### src/rtl/univ_reg_pkg.sv
// rtl/univ_reg_pkg.sv - mode/state enums and the shared next-value step function for univ_reg
package univ_reg_pkg;

  // Widest register the step function supports.
  localparam int MAX_W = 64;

  typedef enum logic [2:0] {
    MODE_HOLD  = 3'd0,
    MODE_LOAD  = 3'd1,
    MODE_SHL   = 3'd2,
    MODE_SHR   = 3'd3,
    MODE_ROTL  = 3'd4,
    MODE_ROTR  = 3'd5,
    MODE_ASR   = 3'd6,
    MODE_CLEAR = 3'd7
  } mode_e;

  typedef enum logic {
    ST_IDLE = 1'b0,
    ST_RUN  = 1'b1
  } state_e;

  function automatic logic is_multi(input mode_e m);
    return (m == MODE_SHL) || (m == MODE_SHR) || (m == MODE_ROTL) ||
           (m == MODE_ROTR) || (m == MODE_ASR);
  endfunction

  // value/load are zero-extended to MAX_W; msb is a one-hot mask of the real MSB.
  // Bits above the real width may be garbage after a left move; callers truncate.
  function automatic logic [MAX_W-1:0] step_value(
    input logic [MAX_W-1:0] value,
    input logic [MAX_W-1:0] load,
    input logic [MAX_W-1:0] msb,
    input mode_e            mode,
    input logic             ser_l,
    input logic             ser_r
  );
    logic [MAX_W-1:0] r;
    logic             top;
    top = |(value & msb);
    r   = value;
    case (mode)
      MODE_HOLD:  r = value;
      MODE_LOAD:  r = load;
      MODE_SHL:   r = {value[MAX_W-2:0], ser_r};
      MODE_SHR:   r = (value >> 1) | (ser_l ? msb : '0);
      MODE_ROTL:  r = {value[MAX_W-2:0], top};
      MODE_ROTR:  r = (value >> 1) | (value[0] ? msb : '0);
      MODE_ASR:   r = (value >> 1) | (top ? msb : '0);
      MODE_CLEAR: r = '0;
      default:    r = value;
    endcase
    return r;
  endfunction

endpackage

### src/rtl/univ_reg_step.sv
// rtl/univ_reg_step.sv - combinational next-value logic shared by single-cycle and multi-step paths
module univ_reg_step
  import univ_reg_pkg::*;
#(
  parameter int WIDTH = 4
) (
  input  logic [WIDTH-1:0] value,
  input  logic [WIDTH-1:0] load,
  input  logic [2:0]       mode,
  input  logic             ser_l,
  input  logic             ser_r,
  output logic [WIDTH-1:0] next
);

  localparam logic [MAX_W-1:0] MSB = MAX_W'(1) << (WIDTH - 1);

  logic [MAX_W-1:0] full;
  logic             unused_hi;

  assign full      = step_value(MAX_W'(value), MAX_W'(load), MSB, mode_e'(mode), ser_l, ser_r);
  assign next      = full[WIDTH-1:0];
  assign unused_hi = ^(full >> WIDTH);

endmodule

### src/rtl/univ_reg.sv
// rtl/univ_reg.sv - universal shift register with multi-step FSM; UNIV_REG_PARITY_EN adds a parity output
module univ_reg
  import univ_reg_pkg::*;
#(
  parameter int WIDTH = 4,
  parameter int AMT_W = $clog2(WIDTH) + 1
) (
  input  logic             clk,
  input  logic             reset,
  input  logic             en,
  input  logic [2:0]       mode,
  input  logic [WIDTH-1:0] par_in,
  input  logic             ser_in_l,
  input  logic             ser_in_r,
  input  logic             start,
  input  logic [AMT_W-1:0] amt,
  output logic [WIDTH-1:0] par_out,
  output logic             ser_out_l,
  output logic             ser_out_r,
  output logic             busy,
  output logic             done
`ifdef UNIV_REG_PARITY_EN
  ,
  output logic             parity
`endif
);

  state_e           state, state_n;
  mode_e            mode_q, mode_n;
  logic [AMT_W-1:0] cnt, cnt_n;
  logic [WIDTH-1:0] value_n;
  logic [WIDTH-1:0] step_out;
  logic [2:0]       step_mode;
  logic             done_n;
  logic             start_ok;

  // The one step unit follows the latched mode while running, the live mode otherwise.
  assign step_mode = (state == ST_RUN) ? mode_q : mode;
  assign start_ok  = start && is_multi(mode_e'(mode));

  univ_reg_step #(.WIDTH(WIDTH)) u_step (
    .value (par_out),
    .load  (par_in),
    .mode  (step_mode),
    .ser_l (ser_in_l),
    .ser_r (ser_in_r),
    .next  (step_out)
  );

  always_comb begin
    state_n = state;
    mode_n  = mode_q;
    cnt_n   = cnt;
    value_n = par_out;
    done_n  = 1'b0;
    case (state)
      ST_IDLE: begin
        if (start_ok) begin
          if (amt != '0) begin
            state_n = ST_RUN;
            mode_n  = mode_e'(mode);
            cnt_n   = amt;
          end else begin
            done_n = 1'b1;
          end
        end else if (en) begin
          value_n = step_out;
        end
      end
      ST_RUN: begin
        value_n = step_out;
        cnt_n   = cnt - AMT_W'(1);
        if (cnt == AMT_W'(1)) begin
          state_n = ST_IDLE;
          done_n  = 1'b1;
        end
      end
      default: state_n = ST_IDLE;
    endcase
  end

  always_ff @(posedge clk) begin
    if (reset) begin
      state   <= ST_IDLE;
      mode_q  <= MODE_HOLD;
      cnt     <= '0;
      par_out <= '0;
      done    <= 1'b0;
    end else begin
      state   <= state_n;
      mode_q  <= mode_n;
      cnt     <= cnt_n;
      par_out <= value_n;
      done    <= done_n;
    end
  end

  assign busy      = (state == ST_RUN);
  assign ser_out_l = par_out[WIDTH-1];
  assign ser_out_r = par_out[0];

`ifdef UNIV_REG_PARITY_EN
  assign parity = ^par_out;
`endif

endmodule

### config.mk
export PLATFORM = sky130hd
export DESIGN_NAME = univ_reg
export DESIGN_NICKNAME = d
export VERILOG_FILES = /design/src/rtl/univ_reg_pkg.sv /design/src/rtl/univ_reg_step.sv /design/src/rtl/univ_reg.sv
export SDC_FILE = /design/constraint.sdc
export NUM_CORES = 1
export LEC_CHECK = 0
export ABC_AREA = 1
export ABC_CLOCK_PERIOD_IN_PS = 1600
export CAP_MARGIN = 20
export CORE_MARGIN = 4
export CORE_UTILIZATION = 35
export DETAILED_ROUTE_END_ITERATION = 16
export PLACE_DENSITY = 0.65
export SETUP_SLACK_MARGIN = 0.05
export SYNTH_ARGS = -nofsm -noshare
export SYNTH_HDL_FRONTEND = slang
export SYNTH_HIERARCHICAL = 1
export SYNTH_SLANG_ARGS = --single-unit
export TNS_END_PERCENT = 30
### constraint.sdc
create_clock -name clk -period 1.6 [get_ports clk]
set_input_delay 0.32 -clock clk [delete_from_list [all_inputs] [get_ports clk]]
set_output_delay 0.32 -clock clk [all_outputs]
set_load 0.03 [all_outputs]
==> results.toml <==
[status]
status = "completed"

[route]
routed_wl_um = 2860
route.detailed.drc = 0
drt_iter0_drc = 72
wl_met1_um = 1270
routedWlPerCell_um = 12.1
top_layer = "met4"
vias_per_cell = 5.16
wl_met3_um = 164
num_vias = 1218
postRouteAntennaNets = 0
first_pass_iters = 4
dr_wl_met2_um = 1380

[worst_setup_path]
cpMostUsedCell = "nand2_1"
cp.required_ns = 1.77
r2r_slack_ns = 0.07
crit_slowest_cell = "dfxtp_4"
r2r_cells = 10
worstSetupPathType = "register to register"
crit_family = "simple AND/OR/NAND/NOR gates"
r2r_end = "par_out[3]$_SDFFE_PP0P_"
cp_cell_sequence = "nand2_1 -> o21ai_4 -> buf_4 -> nor3_4 -> buf_4 -> nand2_1 -> nand3_1 -> nand3b_1 -> nand2_1 -> nor2_1"
cp-end-kind = "register"
cp-start-kind = "register"
cp_num_buf_inv = 2
r2r_start = "busy$_SDFF_PP0_"
crit_path_max_incr_delay_ns = 0.43
path_max_fanout = 7
crit_arrival_ns = 1.70

[sta]
final.period_utilization = 0.956
setup_tns_ns = 0
hold_ws_ns = 0.495
slew_violations = 0
hold_viol = 0
worst_slew_pin_slew_ns = 0.310
fmax_mhz = 654
rsz0062_at_grt = "yes"
period_needed_ns = 1.53
final.setup_skew_ns = 0.00768
max_slew_margin = 0.794
setup_viol = 0

[cts]
cts.sinks = 12
clock_path_buffers = 2
hold_buffers = 0
clk_pin_slew_ns = 0.09
cts_tree = "done"
clock_latency_ns = 0.28
cts_made_buffers = 3
cts_root_buf = "clkbuf_4"
htree_levels = 1

[placed_design]
placed_cell_area_um2 = 1350
dpl.hpwl_um = 2120
place.gp.congestion = 0.913
port_buffers = 23

[layout]
finalNetCount = 224
final_common_cell = "nand2_1"
post-route-util = 0.521
seq_area_um2 = 244
syn_to_final_growth_pct = 40.8
antennaDiodeCount = 0
fillers = 291
multi_input_area_um2 = 677
stdcell_area_um2 = 1460
most-common-layout-cells = "32 x nand2_1, 26 x nor2_1, 18 x nand3_1"
drive_gt1_frac = 0.229

[floorplan]
fp.dieW_um = 62.5
core_region_area_um2 = 2810
num_rows = 19
design.die.area_um2 = 3900
io_pins = 24
die_h_um = 62.5
initial_core_util = 0.370

[synth]
synth_cells = 166
synthSimpleGateAreaFrac = 0.506
ys_seq_area_frac = 0.231
synth_compound_area_frac = 0.0711
ys_types = 23
synthMuxAreaShare = 0
synth_fa_ha_area_frac = 0.0241
synth_area_per_cell_um2 = 6.26
synth_top_family_by_area = "simple AND/OR/NAND/NOR gates"
synthXorXnorAreaFrac = 0.00843
ys_ff_latch = 12
syn-cell-area_um2 = 1040
synth_fp_nets = 184
yosysWarnings = 6

[min_path]
holdPathEnd = "mode_q[1]$_SDFFE_PP0P_"
hold_path_class = "register to register"
min_path_cells = 2
min-delay-start = "mode_q[1]$_SDFFE_PP0P_"

[grt]
track_usage = 0.154
first_global_vias = 1186
grt_pass1_wl_um = 5040
grt_max_degree = 14
overflow = 0
antenna_found_initial = 0

[power]
vdd_ir_drop_max_mv = 0.474
powerDensity_nw_per_um2 = 753
p_leak_nw = 0.720

[flow_run]
cap_violations = 0
==> flip-flops by register name (all words and copies together) (netlist names) <==
name     flops
busy         1
cnt          3
mode_q       3
done         1
par_out      4
==> final cells by class <==
type	count	share of cell area
multi-input combinational	122	0.463
clock buffer	4	0.0248
inverter	24	0.0650
timing repair buffer	42	0.249
tap	31	0.0265
timing repair inverter	1	0.00513
sequential	12	0.167
==> cells in the mapped netlist, drive strengths merged <==
cell type	count	area [um^2]
dfxtp	12	240
clkbuf	1	3.75
xor2	1	8.76
ha	2	25.0
nand3b	4	30.0
o21ai	5	28.8
nand2	34	128
nand4	14	87.6
clkinv	1	3.75
buf	7	71.3
nand3	21	135
or2	1	6.26
nor2	30	123
nor3	1	16.3
inv	23	86.3
a21oi	9	45.0
==> worst min-delay path: cells and delay by family (launching register included) <==
family | cells | cell delay, ns
flip-flops | 1 | 0.32
AND/OR/NAND/NOR | 2 | 0.14
==> where the power goes <==
group          internal, mW  switching [mW]  leakage, nW
clock                 0.138           0.113       0.0210
sequential            0.331          0.0247       0.0996
combinational         0.206           0.288        0.599
total                 0.676           0.425        0.720
==> cell families (layout without fill, tap and decap cells) <==
| logic type | count (synthesis) | in the layout |
|---|---|---|
| and+or+nand+nor | 105 | 105 |
| xor gates and xnor gates | 1 | 1 |
| DFF | 12 | 12 |
| adders and majority gates | 2 | 2 |
| buffers and inverters | 32 | 71 |
| AOI/OAI and AO/OA | 14 | 14 |
==> what timing repair did <==
action | 4_1_cts | 5_1_grt
buffers inserted | 0 | 2
gates resized for setup | 29 | 8
endpoints found under the setup margin | 12 | 4
cloned | 3 | 0
pin swaps | 3 | 2
==> through the flow <==
stage	instances	setup WS [ns]	total power [mW]
3_5_place_dp	227	-0.411	0.823
3_3_place_gp	227	-0.402	0.813
6_report	236	0.0703	1.10
2_1_floorplan	166	0.0819	0.672
4_1_cts	234	0.102	1.09
5_1_grt	236	-0.0389	1.17
==> metal layers <==
layer | vias up | track usage
met1 | 550 | 0.182
li1 | 618 | -
met4 | 0 | 0.0854
met2 | 44 | 0.261
met5 | - | 0
met3 | 6 | 0.0270
==> how the worst max path moves through the flow <==
stage | cells past startpoint | slack (ns) | start | end
3_3_place_gp | 11 | -0.40 | mode[0] | par_out[3]$_SDFFE_PP0P_
5_1_grt | 10 | -0.04 | busy$_SDFF_PP0_ | par_out[2]$_SDFFE_PP0P_
4_1_cts | 10 | 0.10 | busy$_SDFF_PP0_ | par_out[3]$_SDFFE_PP0P_
2_1_floorplan | 11 | 0.08 | busy$_SDFF_PP0_ | par_out[3]$_SDFFE_PP0P_
6_report | 10 | 0.07 | busy$_SDFF_PP0_ | par_out[3]$_SDFFE_PP0P_
3_5_place_dp | 11 | -0.41 | mode[0] | par_out[3]$_SDFFE_PP0P_
Note: power is estimated with default switching activity, not from simulation.
